<file path="config.mk">
export PLATFORM = sky130hd
export DESIGN_NAME = uart_tx_arbiter
export DESIGN_NICKNAME = d
export VERILOG_FILES = /design/src/rtl/uart_arb_pkg.sv /design/src/rtl/uart_rr_pick.sv /design/src/rtl/uart_tx_arbiter.sv
export SDC_FILE = /design/constraint.sdc
export NUM_CORES = 1
export LEC_CHECK = 0
export ABC_AREA = 1
export CAP_MARGIN = 20
export CELL_PAD_IN_SITES_DETAIL_PLACEMENT = 0
export CELL_PAD_IN_SITES_GLOBAL_PLACEMENT = 2
export CORE_ASPECT_RATIO = 0.8
export CORE_UTILIZATION = 23
export CTS_BUF_LIST = sky130_fd_sc_hd__clkbuf_8 sky130_fd_sc_hd__clkbuf_16
export DETAILED_ROUTE_END_ITERATION = 6
export HOLD_SLACK_MARGIN = 0.03
export PLACE_DENSITY = 0.79
export SETUP_SLACK_MARGIN = 0.5
export SYNTH_ARGS = -nofsm -noshare
export SYNTH_HDL_FRONTEND = slang
export SYNTH_SLANG_ARGS = --single-unit
</file>
<file path="constraint.sdc">
create_clock -name clk -period 1.7 [get_ports clk]
set_input_delay 0.17 -clock clk [delete_from_list [all_inputs] [get_ports clk]]
set_output_delay 0.17 -clock clk [all_outputs]
set_load 0.01 [all_outputs]
</file>
<file path="src/rtl/uart_arb_pkg.sv">
// Shared types for the UART TX arbiter.
// Arbiter FSM states and index width helper.
package uart_arb_pkg;

  typedef enum logic [2:0] {
    IDLE,
    ISSUE,
    WAIT_BUSY,
    WAIT_DONE,
    ACK,
    NEXT
  } arb_state_t;

  function automatic int idx_w(input int n);
    return (n > 2) ? $clog2(n) : 1;
  endfunction

endpackage

</file>
<file path="src/rtl/uart_rr_pick.sv">
// Round-robin picker for the UART TX arbiter.
// One-hot pick of first request at or above the pointer.
module uart_rr_pick
  import uart_arb_pkg::*;
#(
  parameter int NUM_REQ = 4,
  parameter int IW      = idx_w(NUM_REQ)
) (
  input  logic [NUM_REQ-1:0] i_req,
  input  logic [IW-1:0]      i_ptr,
  output logic [NUM_REQ-1:0] o_pick,
  output logic               o_valid
);

  logic [2*NUM_REQ-1:0] w_dbl;
  logic [NUM_REQ-1:0]   w_rot;
  logic [NUM_REQ-1:0]   w_rot_pick;
  logic [2*NUM_REQ-1:0] w_back;

  // Rotate so the pointer sits at bit 0, take lowest set, rotate back.
  always_comb begin
    w_dbl      = {i_req, i_req} >> i_ptr;
    w_rot      = w_dbl[NUM_REQ-1:0];
    w_rot_pick = w_rot & (~w_rot + NUM_REQ'(1));
    w_back     = {w_rot_pick, w_rot_pick} << i_ptr;
    o_pick     = w_back[2*NUM_REQ-1:NUM_REQ];
    o_valid    = |i_req;
  end

endmodule

</file>
<file path="src/rtl/uart_tx_arbiter.sv">
// Shares one UART byte transmitter among NUM_REQ requesters.
// Round-robin with frame lock and start-timeout detection.
module uart_tx_arbiter
  import uart_arb_pkg::*;
#(
  parameter int NUM_REQ       = 4,
  parameter int START_TIMEOUT = 16
) (
  input  logic                 clk,
  input  logic                 rst_n,
  input  logic [NUM_REQ-1:0]   req,
  input  logic [8*NUM_REQ-1:0] req_data,
  input  logic [NUM_REQ-1:0]   req_last,
  output logic [NUM_REQ-1:0]   ack,
  output logic [NUM_REQ-1:0]   grant,
  output logic                 tx_start,
  output logic [7:0]           tx_data,
  input  logic                 tx_busy,
  output logic                 err_timeout
);

  localparam int IW = idx_w(NUM_REQ);
  localparam int CW = $clog2(START_TIMEOUT + 1);
  localparam logic [IW-1:0] LAST_IDX = IW'(NUM_REQ - 1);
  localparam logic [CW-1:0] TO_LIM   = CW'(START_TIMEOUT - 1);

  arb_state_t         r_state, w_state_nxt;
  logic [IW-1:0]      r_ptr, w_ptr_nxt;
  logic [IW-1:0]      r_owner, w_owner_nxt;
  logic [NUM_REQ-1:0] r_grant, w_grant_nxt;
  logic [NUM_REQ-1:0] r_ack, w_ack_nxt;
  logic               r_tx_start, w_tx_start_nxt;
  logic [7:0]         r_tx_data, w_tx_data_nxt;
  logic               r_last, w_last_nxt;
  logic [CW-1:0]      r_cnt, w_cnt_nxt;
  logic               r_err, w_err_nxt;

  logic [NUM_REQ-1:0] w_pick;
  logic               w_pick_vld;
  logic [IW-1:0]      w_pick_idx;
  logic [IW-1:0]      w_owner_inc;
  logic [CW-1:0]      w_cnt_inc;
  logic [7:0]         w_bytes [NUM_REQ];

  for (genvar g = 0; g < NUM_REQ; g++) begin : g_bytes
    assign w_bytes[g] = req_data[8*g +: 8];
  end

  uart_rr_pick #(
    .NUM_REQ (NUM_REQ),
    .IW      (IW)
  ) u_pick (
    .i_req   (req),
    .i_ptr   (r_ptr),
    .o_pick  (w_pick),
    .o_valid (w_pick_vld)
  );

  // One-hot pick to owner index.
  always_comb begin
    w_pick_idx = '0;
    for (int k = 0; k < NUM_REQ; k++)
      if (w_pick[k]) w_pick_idx = IW'(k);
  end

  assign w_owner_inc = (r_owner == LAST_IDX) ? '0 : r_owner + IW'(1);
  assign w_cnt_inc   = r_cnt + CW'(1);

  // Next-state and next registered outputs.
  always_comb begin
    w_state_nxt    = r_state;
    w_ptr_nxt      = r_ptr;
    w_owner_nxt    = r_owner;
    w_grant_nxt    = r_grant;
    w_ack_nxt      = '0;
    w_tx_start_nxt = 1'b0;
    w_tx_data_nxt  = r_tx_data;
    w_last_nxt     = r_last;
    w_cnt_nxt      = r_cnt;
    w_err_nxt      = 1'b0;
    unique case (r_state)
      IDLE: begin
        if (!tx_busy && w_pick_vld) begin
          w_owner_nxt    = w_pick_idx;
          w_grant_nxt    = w_pick;
          w_tx_data_nxt  = w_bytes[w_pick_idx];
          w_last_nxt     = req_last[w_pick_idx];
          w_tx_start_nxt = 1'b1;
          w_state_nxt    = ISSUE;
        end
      end
      ISSUE: begin
        w_cnt_nxt   = '0;
        w_state_nxt = WAIT_BUSY;
      end
      WAIT_BUSY: begin
        if (tx_busy) begin
          w_state_nxt = WAIT_DONE;
        end else if (w_cnt_inc == TO_LIM) begin
          w_err_nxt   = 1'b1;
          w_cnt_nxt   = '0;
          w_grant_nxt = '0;
          w_ptr_nxt   = w_owner_inc;
          w_state_nxt = IDLE;
        end else begin
          w_cnt_nxt = w_cnt_inc;
        end
      end
      WAIT_DONE: begin
        if (!tx_busy) begin
          w_ack_nxt   = r_grant;
          w_state_nxt = ACK;
        end
      end
      ACK: begin
        if (r_last) begin
          w_grant_nxt = '0;
          w_ptr_nxt   = w_owner_inc;
          w_state_nxt = IDLE;
        end else begin
          w_state_nxt = NEXT;
        end
      end
      NEXT: begin
        if (req[r_owner]) begin
          w_tx_data_nxt  = w_bytes[r_owner];
          w_last_nxt     = req_last[r_owner];
          w_tx_start_nxt = 1'b1;
          w_state_nxt    = ISSUE;
        end else begin
          w_grant_nxt = '0;
          w_ptr_nxt   = w_owner_inc;
          w_state_nxt = IDLE;
        end
      end
      default: w_state_nxt = IDLE;
    endcase
  end

  // State and output registers.
  always_ff @(posedge clk or negedge rst_n) begin
    if (!rst_n) begin
      r_state    <= IDLE;
      r_ptr      <= '0;
      r_owner    <= '0;
      r_grant    <= '0;
      r_ack      <= '0;
      r_tx_start <= 1'b0;
      r_tx_data  <= '0;
      r_last     <= 1'b0;
      r_cnt      <= '0;
      r_err      <= 1'b0;
    end else begin
      r_state    <= w_state_nxt;
      r_ptr      <= w_ptr_nxt;
      r_owner    <= w_owner_nxt;
      r_grant    <= w_grant_nxt;
      r_ack      <= w_ack_nxt;
      r_tx_start <= w_tx_start_nxt;
      r_tx_data  <= w_tx_data_nxt;
      r_last     <= w_last_nxt;
      r_cnt      <= w_cnt_nxt;
      r_err      <= w_err_nxt;
    end
  end

  assign ack         = r_ack;
  assign grant       = r_grant;
  assign tx_start    = r_tx_start;
  assign tx_data     = r_tx_data;
  assign err_timeout = r_err;

endmodule

</file>
Word-level counts from Yosys, hierarchy flattened
Cells that the tools add are included.

word-level totals
  output and inout port bits = 18
  word-level logic and storage cells = 103
  input port bits = 43
  flip-flop bits (word level) = 31

cells by class
  add/subtract/negate cells = 3
  bitwise logic cells = 4
  reductions and logical operators = 14
  eq/ne operators = 15
  magnitude comparators = 4
  shift-type cells = 2
  mux-type cells = 51

operator list
  kind                 count
  $mux 8               6
  $bmux 8 s2           2
  $mux 4               7
  $pmux 3 s6           1
  $pmux 4 s4           1
  $pmux 8 s2           1
  $mux 3               5
  $mux 2               7
  $ne 2x2->1 const B   7
  $mux 1               12
  $mux 5               2
  $pmux 5 s2           1
  $shl 8x2->8          1
  $shr 8x2->4          1
  $bmux 1 s2           3
  $eq 3x2->1 const B   2
  $eq 3x3->1 const B   2
  $ge 3x3->1 const B   2
  $lt 2x3->1 const B   2
  $not 2->3            2
  $pmux 2 s3           1
  $reduce_and 3->1     2
  $reduce_and 6->1     1
  $add 5x1->5 const B  1
  other kinds (18)     21

Longest topological paths before layout
  word-level depth = 14
  gate-level depth with buffers = 18
  depth with buffers taken out = 16

Modules after synthesis
From an unflattened synthesis, not the netlist that was laid out.

unflattened totals
  cell total of the unflattened synthesis = 375
  area total of the unflattened synthesis = 2447.3 sq um

by module, submodules not included
  module           sequential area each (sq um)  times used  area an instance (sq um)  cells an instance
  uart_tx_arbiter  775.7                         1           2155.8                    322
  uart_rr_pick     0.0                           1           291.5                     53

Least setup slack after synthesis
No wires, ideal clock.

  kind = register -> register
  from = register r_ptr[1]
  to = register r_last
  path buffers = 2
  stages on the path, launching flop included = 17
  setup time = 0.117 ns
  path slack = -0.071 ns
  period minus slack after synthesis = 1.771 ns
  required time = 1.583 ns
  data arrival time = 1.654 ns
  cells stage by stage = dfrtp_1 buf_4 inv_4 nand3_2 nand2_2 nand2_2 nor2_4 nand2_2 nand3_1 nand2_1 buf_6 nand2_4 nand2_1 nand3_1 nand3_1 nand2_1 nand2_1

on the way
  longest elaborated chain between the ends = 12

ends and longest elaborated chain
  item                            RTL line                text
  start, declared                 uart_tx_arbiter.sv:28   logic [IW-1:0] r_ptr, w_ptr_nxt;
  start signal, assigned          uart_tx_arbiter.sv:155  r_ptr <= w_ptr_nxt;
  $shr 8x2->4                     uart_rr_pick.sv:22      w_dbl = {i_req, i_req} >> i_ptr;
  $not 4->4                       uart_rr_pick.sv:24      w_rot_pick = w_rot & (~w_rot + NUM_REQ'(1));
  $add 4x1->4                     uart_rr_pick.sv:24
  $and 4x4->4                     uart_rr_pick.sv:24
  $shl 8x2->8 *                   uart_rr_pick.sv:25      w_back = {w_rot_pick, w_rot_pick} << i_ptr;
  $mux 1                          uart_tx_arbiter.sv:63   if (w_pick[k]) w_pick_idx = IW'(k);
  $mux 2                          uart_tx_arbiter.sv:63
  $mux 2 *                        uart_tx_arbiter.sv:63
  $bmux 1 s2 *                    uart_tx_arbiter.sv:87   w_last_nxt = req_last[w_pick_idx];
  $mux 1 (implied by the code) *  uart_tx_arbiter.sv:87
  $mux 1 *                        uart_tx_arbiter.sv:83   if (!tx_busy && w_pick_vld) begin
  $pmux 1 s2 *                    uart_tx_arbiter.sv:81   unique case (r_state)
  end signal, assigned            uart_tx_arbiter.sv:161  r_last <= w_last_nxt;
  end, declared                   uart_tx_arbiter.sv:34   logic r_last, w_last_nxt;

Every way passes the cells marked *; elsewhere a longest branch is shown, timed or not. The select of a mux whose other input is x is not followed.
A chain may end at the register's enable or synchronous reset.

Final worst setup path
  from = register r_ptr[0]
  to = register r_tx_data[0], in the netlist tx_data[0]

on the way
  longest elaborated chain between the ends = 14

ends and longest elaborated chain
  item                                         RTL line                text
  $shr 8x2->4                                  uart_rr_pick.sv:22
  $not 4->4                                    uart_rr_pick.sv:24
  $add 4x1->4                                  uart_rr_pick.sv:24
  $and 4x4->4                                  uart_rr_pick.sv:24
  $shl 8x2->8 *                                uart_rr_pick.sv:25
  $mux 1                                       uart_tx_arbiter.sv:63
  $mux 2                                       uart_tx_arbiter.sv:63
  $mux 2 *                                     uart_tx_arbiter.sv:63
  $not 2->3 (implied by the code) *            uart_tx_arbiter.sv:86   w_tx_data_nxt = w_bytes[w_pick_idx];
  $bmux 8 s2 *                                 uart_tx_arbiter.sv:86
  $mux 8 (implied by the code) * (2 in a row)  uart_tx_arbiter.sv:86
  $mux 8 *                                     uart_tx_arbiter.sv:83
  $pmux 8 s2 *                                 uart_tx_arbiter.sv:81
  end signal, assigned                         uart_tx_arbiter.sv:160  r_tx_data <= w_tx_data_nxt;
  end, declared                                uart_tx_arbiter.sv:33   logic [7:0] r_tx_data, w_tx_data_nxt;

Marked as above.

==> results.sh <==
export IMPL_clock_root_buffer="clkbuf_16"
export IMPL_clk_path_buf_depth=2
export IMPL_async_reset_ff_share_pct=100
export IMPL_critPathRequiredTime_ns=1.86
export IMPL_dp_slack_ns=-0.510
export IMPL_min_path_type="primary input to async pin"
export IMPL_cts_tree="done"
export IMPL_row_count=33
export IMPL_wl_per_cell_um=14.3
export IMPL_cp_num_buf_inv=3
export IMPL_fin_crit_sh_pct=117
export IMPL_dieArea_um2=11000
export IMPL_worst_r2r_cell_count=14
export IMPL_crit_top_cell="nand3_2"
export IMPL_worst_slew_pin_slew_ns=0.461
export IMPL_cts_max_level=2
export IMPL_syn_area_um2=2430
export IMPL_synth_seq_cells=31
export IMPL_numPortBuffers=60
export IMPL_final_nets=521
export IMPL_placedInstanceArea_um2=3540
export IMPL_setup_tns_ns=-3.37
export IMPL_crit_chain="buf_12 > inv_8 > nand2_4 > nand3_4 > nand2_4 > nand4_1 > nand3_2 > nand2_4 > buf_12 > nand3_2 > nand3_2 > nand3_2 > nand2_1 > nand2_1"
export IMPL_clkPwrFrac_pct=10.8
export IMPL_antenna_found_initial=0
export IMPL_areaGrowthSynthToFinish_pct=76.2
export IMPL_power_frac_seq_pct=14.0
export IMPL_synth_simple_gate_area_share_pct=38.4
export IMPL_first_pass_iters=4
export IMPL_post_route_cells_drive_above_1_share_pct=32.8
export IMPL_cts_buffers=5
export IMPL_clk_pin_slew_worst_paths_ns=0.05
export IMPL_drv_slew=0
export IMPL_clkLatencyLatePin_ns=0.28
export IMPL_synth_top_area_cell="dfrtp_1"
export IMPL_fillCellCount=1087
export IMPL_hold_viol_final=0
export IMPL_r2r_start="r_ptr[0]"
export IMPL_avgSynthCellArea_um2=6.71
export IMPL_p_leak_uw=0.00208
export IMPL_synth_area_top_cells="dfrtp_1, nand2_1, nand3_1"
export IMPL_holdWs_ns=0.303
export IMPL_synthDistinctLibCells=33
export IMPL_vias_per_cell=4.57
export IMPL_ys_seq_area_share_pct=31.9
export IMPL_peakVddDrop_mv=0.635
export IMPL_grt_start_max_net_pins=32
export IMPL_p_per_area_nw_per_um2=2000
export IMPL_met1Wirelength_um=4320
export IMPL_highest_signal_layer="met4"
export IMPL_fp_dieH_um=93.9
export IMPL_postRouteAntennaNets=0
export IMPL_synthCells=362
export IMPL_rsz0062_at_grt="yes"
export IMPL_drc=0
export IMPL_die_x_um=117
export IMPL_fmax_mhz=504
export IMPL_drtIter0Drc=116
export IMPL_critPathMaxStageDelay_ns=0.39
export IMPL_crit_arrival_ns=2.15
export IMPL_ys_warn_count=0
export IMPL_gp_congestion=0.837
export IMPL_grt_total_usage_pct=16.5
export IMPL_synth_top_family_by_area="simple AND/OR/NAND/NOR gates"
export IMPL_p_sw_uw=4060
export IMPL_setup_viol=22
export IMPL_setup_slack_ns=-0.283
export IMPL_dp_hpwl_um=6410
export IMPL_core_um2=10200
export IMPL_synth_top_cell_area_share_pct=31.9
export IMPL_fin_skew_ns=0.00751
export IMPL_path_class="flip-flop to flip-flop"
export IMPL_ios=61
export IMPL_muxShareOfSynthArea_pct=0
export IMPL_reg2reg_to="tx_data[0]"
export IMPL_crit_slowest_cell="dfrtp_1"
export IMPL_start_util_pct=23.7
export IMPL_worstSetupStartpointType="flip-flop"
export IMPL_met3WireLength_um=505
export IMPL_cp_end_kind="flip-flop"
export IMPL_yosys_area_share_xor_xnor_pct=1.08
export IMPL_multiInputGateArea_um2=1780
export IMPL_design_area_um2=4280
export IMPL_synth_compound_area_share_pct=14.5
export IMPL_wl_um=8830
export IMPL_grt_pass1_vias=2740
export IMPL_grt_overflow_total=0
export IMPL_cts_sinks=31
export IMPL_slew_headroom_pct=68.9
export IMPL_violations="negative setup slack"
export IMPL_ys_top_cells_by_count="nand2_1, nand3_1, inv_1"
export IMPL_vias=2817
export IMPL_p_int_uw=4500
export IMPL_synthesis_nets=408
export IMPL_synthAdderAreaFrac_pct=1.54
export IMPL_swShare_pct=47.4
export IMPL_combPwrFrac_pct=75.2
export IMPL_status="complete, but fails checks"
export IMPL_grt_pass1_wl_um=13600
export IMPL_regArea_um2=776
export IMPL_post_route_util_pct=41.8
export IMPL_ys_flop_type="dfrtp_1"
export IMPL_yosysMostFrequentCell="nand2_1"
export IMPL_fin_crit_ns=1.98
export IMPL_antenna_cells=0
export IMPL_synth_edf_count=0
export IMPL_cp_max_fo=8
export IMPL_crit_family="simple AND/OR/NAND/NOR gates"
export IMPL_cap_violations=0
export IMPL_wl_met2_um=3880
export IMPL_r2r_slack_ns=-0.28
layer usage:
layer	track usage, %	vias up
met5	0	-
met4	4.43	0
met3	3.16	10
met2	25.2	73
met1	23.4	1318
li1	-	1416
registers in the layout, summed over array words and instances (netlist names):
register and flops:
r_ptr 2, err_timeout 1, r_last 1, r_cnt 5, tx_start 1, grant 4, r_owner 2, tx_data 8
ack 4, r_state 3
power by group through the flow:
stage / combinational (µW) / clock (µW) / sequential, µW
floorplan: 2930 / 0 / 1220
global placement: 4690 / 0 / 1200
detailed placement: 4730 / 0 / 1210
CTS: 5860 / 937 / 1200
global route: 6980 / 970 / 1230
finish: 6440 / 921 / 1200
cell type report:
class / count / area share (%)
multi-input combinational: 263 / 41.7
tap: 140 / 4.09
sequential: 31 / 18.1
inverter: 57 / 5.52
clock buffer: 7 / 3.57
clock inverter: 1 / 0.0877
timing repair buffer: 117 / 26.9
worst max-delay path by stage:
stage | from | to | slack (ns) | depth (start not counted)
floorplan | r_ptr[0] | r_last | -0.04 | 16
global placement | req[2] | tx_data[7] | -0.44 | 16
detailed placement | req[0] | r_last | -0.51 | 16
CTS | r_ptr[0] | tx_data[1] | -0.21 | 14
global route | r_ptr[0] | tx_data[3] | -0.40 | 15
finish | r_ptr[0] | tx_data[0] | -0.28 | 14
per-stage QoR:
stage | std cells | power (µW)
after floorplan | 362 | 4150
after global placement | 591 | 5900
after detailed placement | 591 | 5940
after CTS | 609 | 8000
after global routing | 616 | 9180
final | 616 | 8560
cells by family (layout without fill, tap and decap cells):
family	count (synthesis)	in the layout
and+or+nand+nor	189	191
buffers and inverters	70	182
AOI/OAI and AO/OA	66	66
DFF	31	31
adders and majority gates	3	3
xor gates and xnor gates	3	3
cells in the final DEF (no fill, tap or decap), types with 4 or more instances in the layout:
master	instances
a21oi_1	21
a31oi_1	11
buf_12	5
buf_4	38
buf_6	11
clkbuf_16	6
clkdlybuf4s50_1	40
dfrtp_1	31
dlygate4sd2_1	20
inv_1	48
inv_2	5
nand2_1	65
nand2_2	10
nand2_4	12
nand3_1	26
nand3_2	28
nand3_4	4
nand3b_1	10
nor2_1	14
nor2_2	4
nor2_4	5
o21ai_0	21
o21ai_2	4
what timing repair did:
| action | CTS | global route |
|---|---|---|
| setup buffers | 8 | 5 |
| gates cloned | 2 | 2 |
| resized for setup | 88 | 31 |
| pin swaps | 30 | 11 |
| hold buffers | 0 | 0 |
| setup endpoints to repair | 44 | 31 |
(Power assumes the default switching activity.)
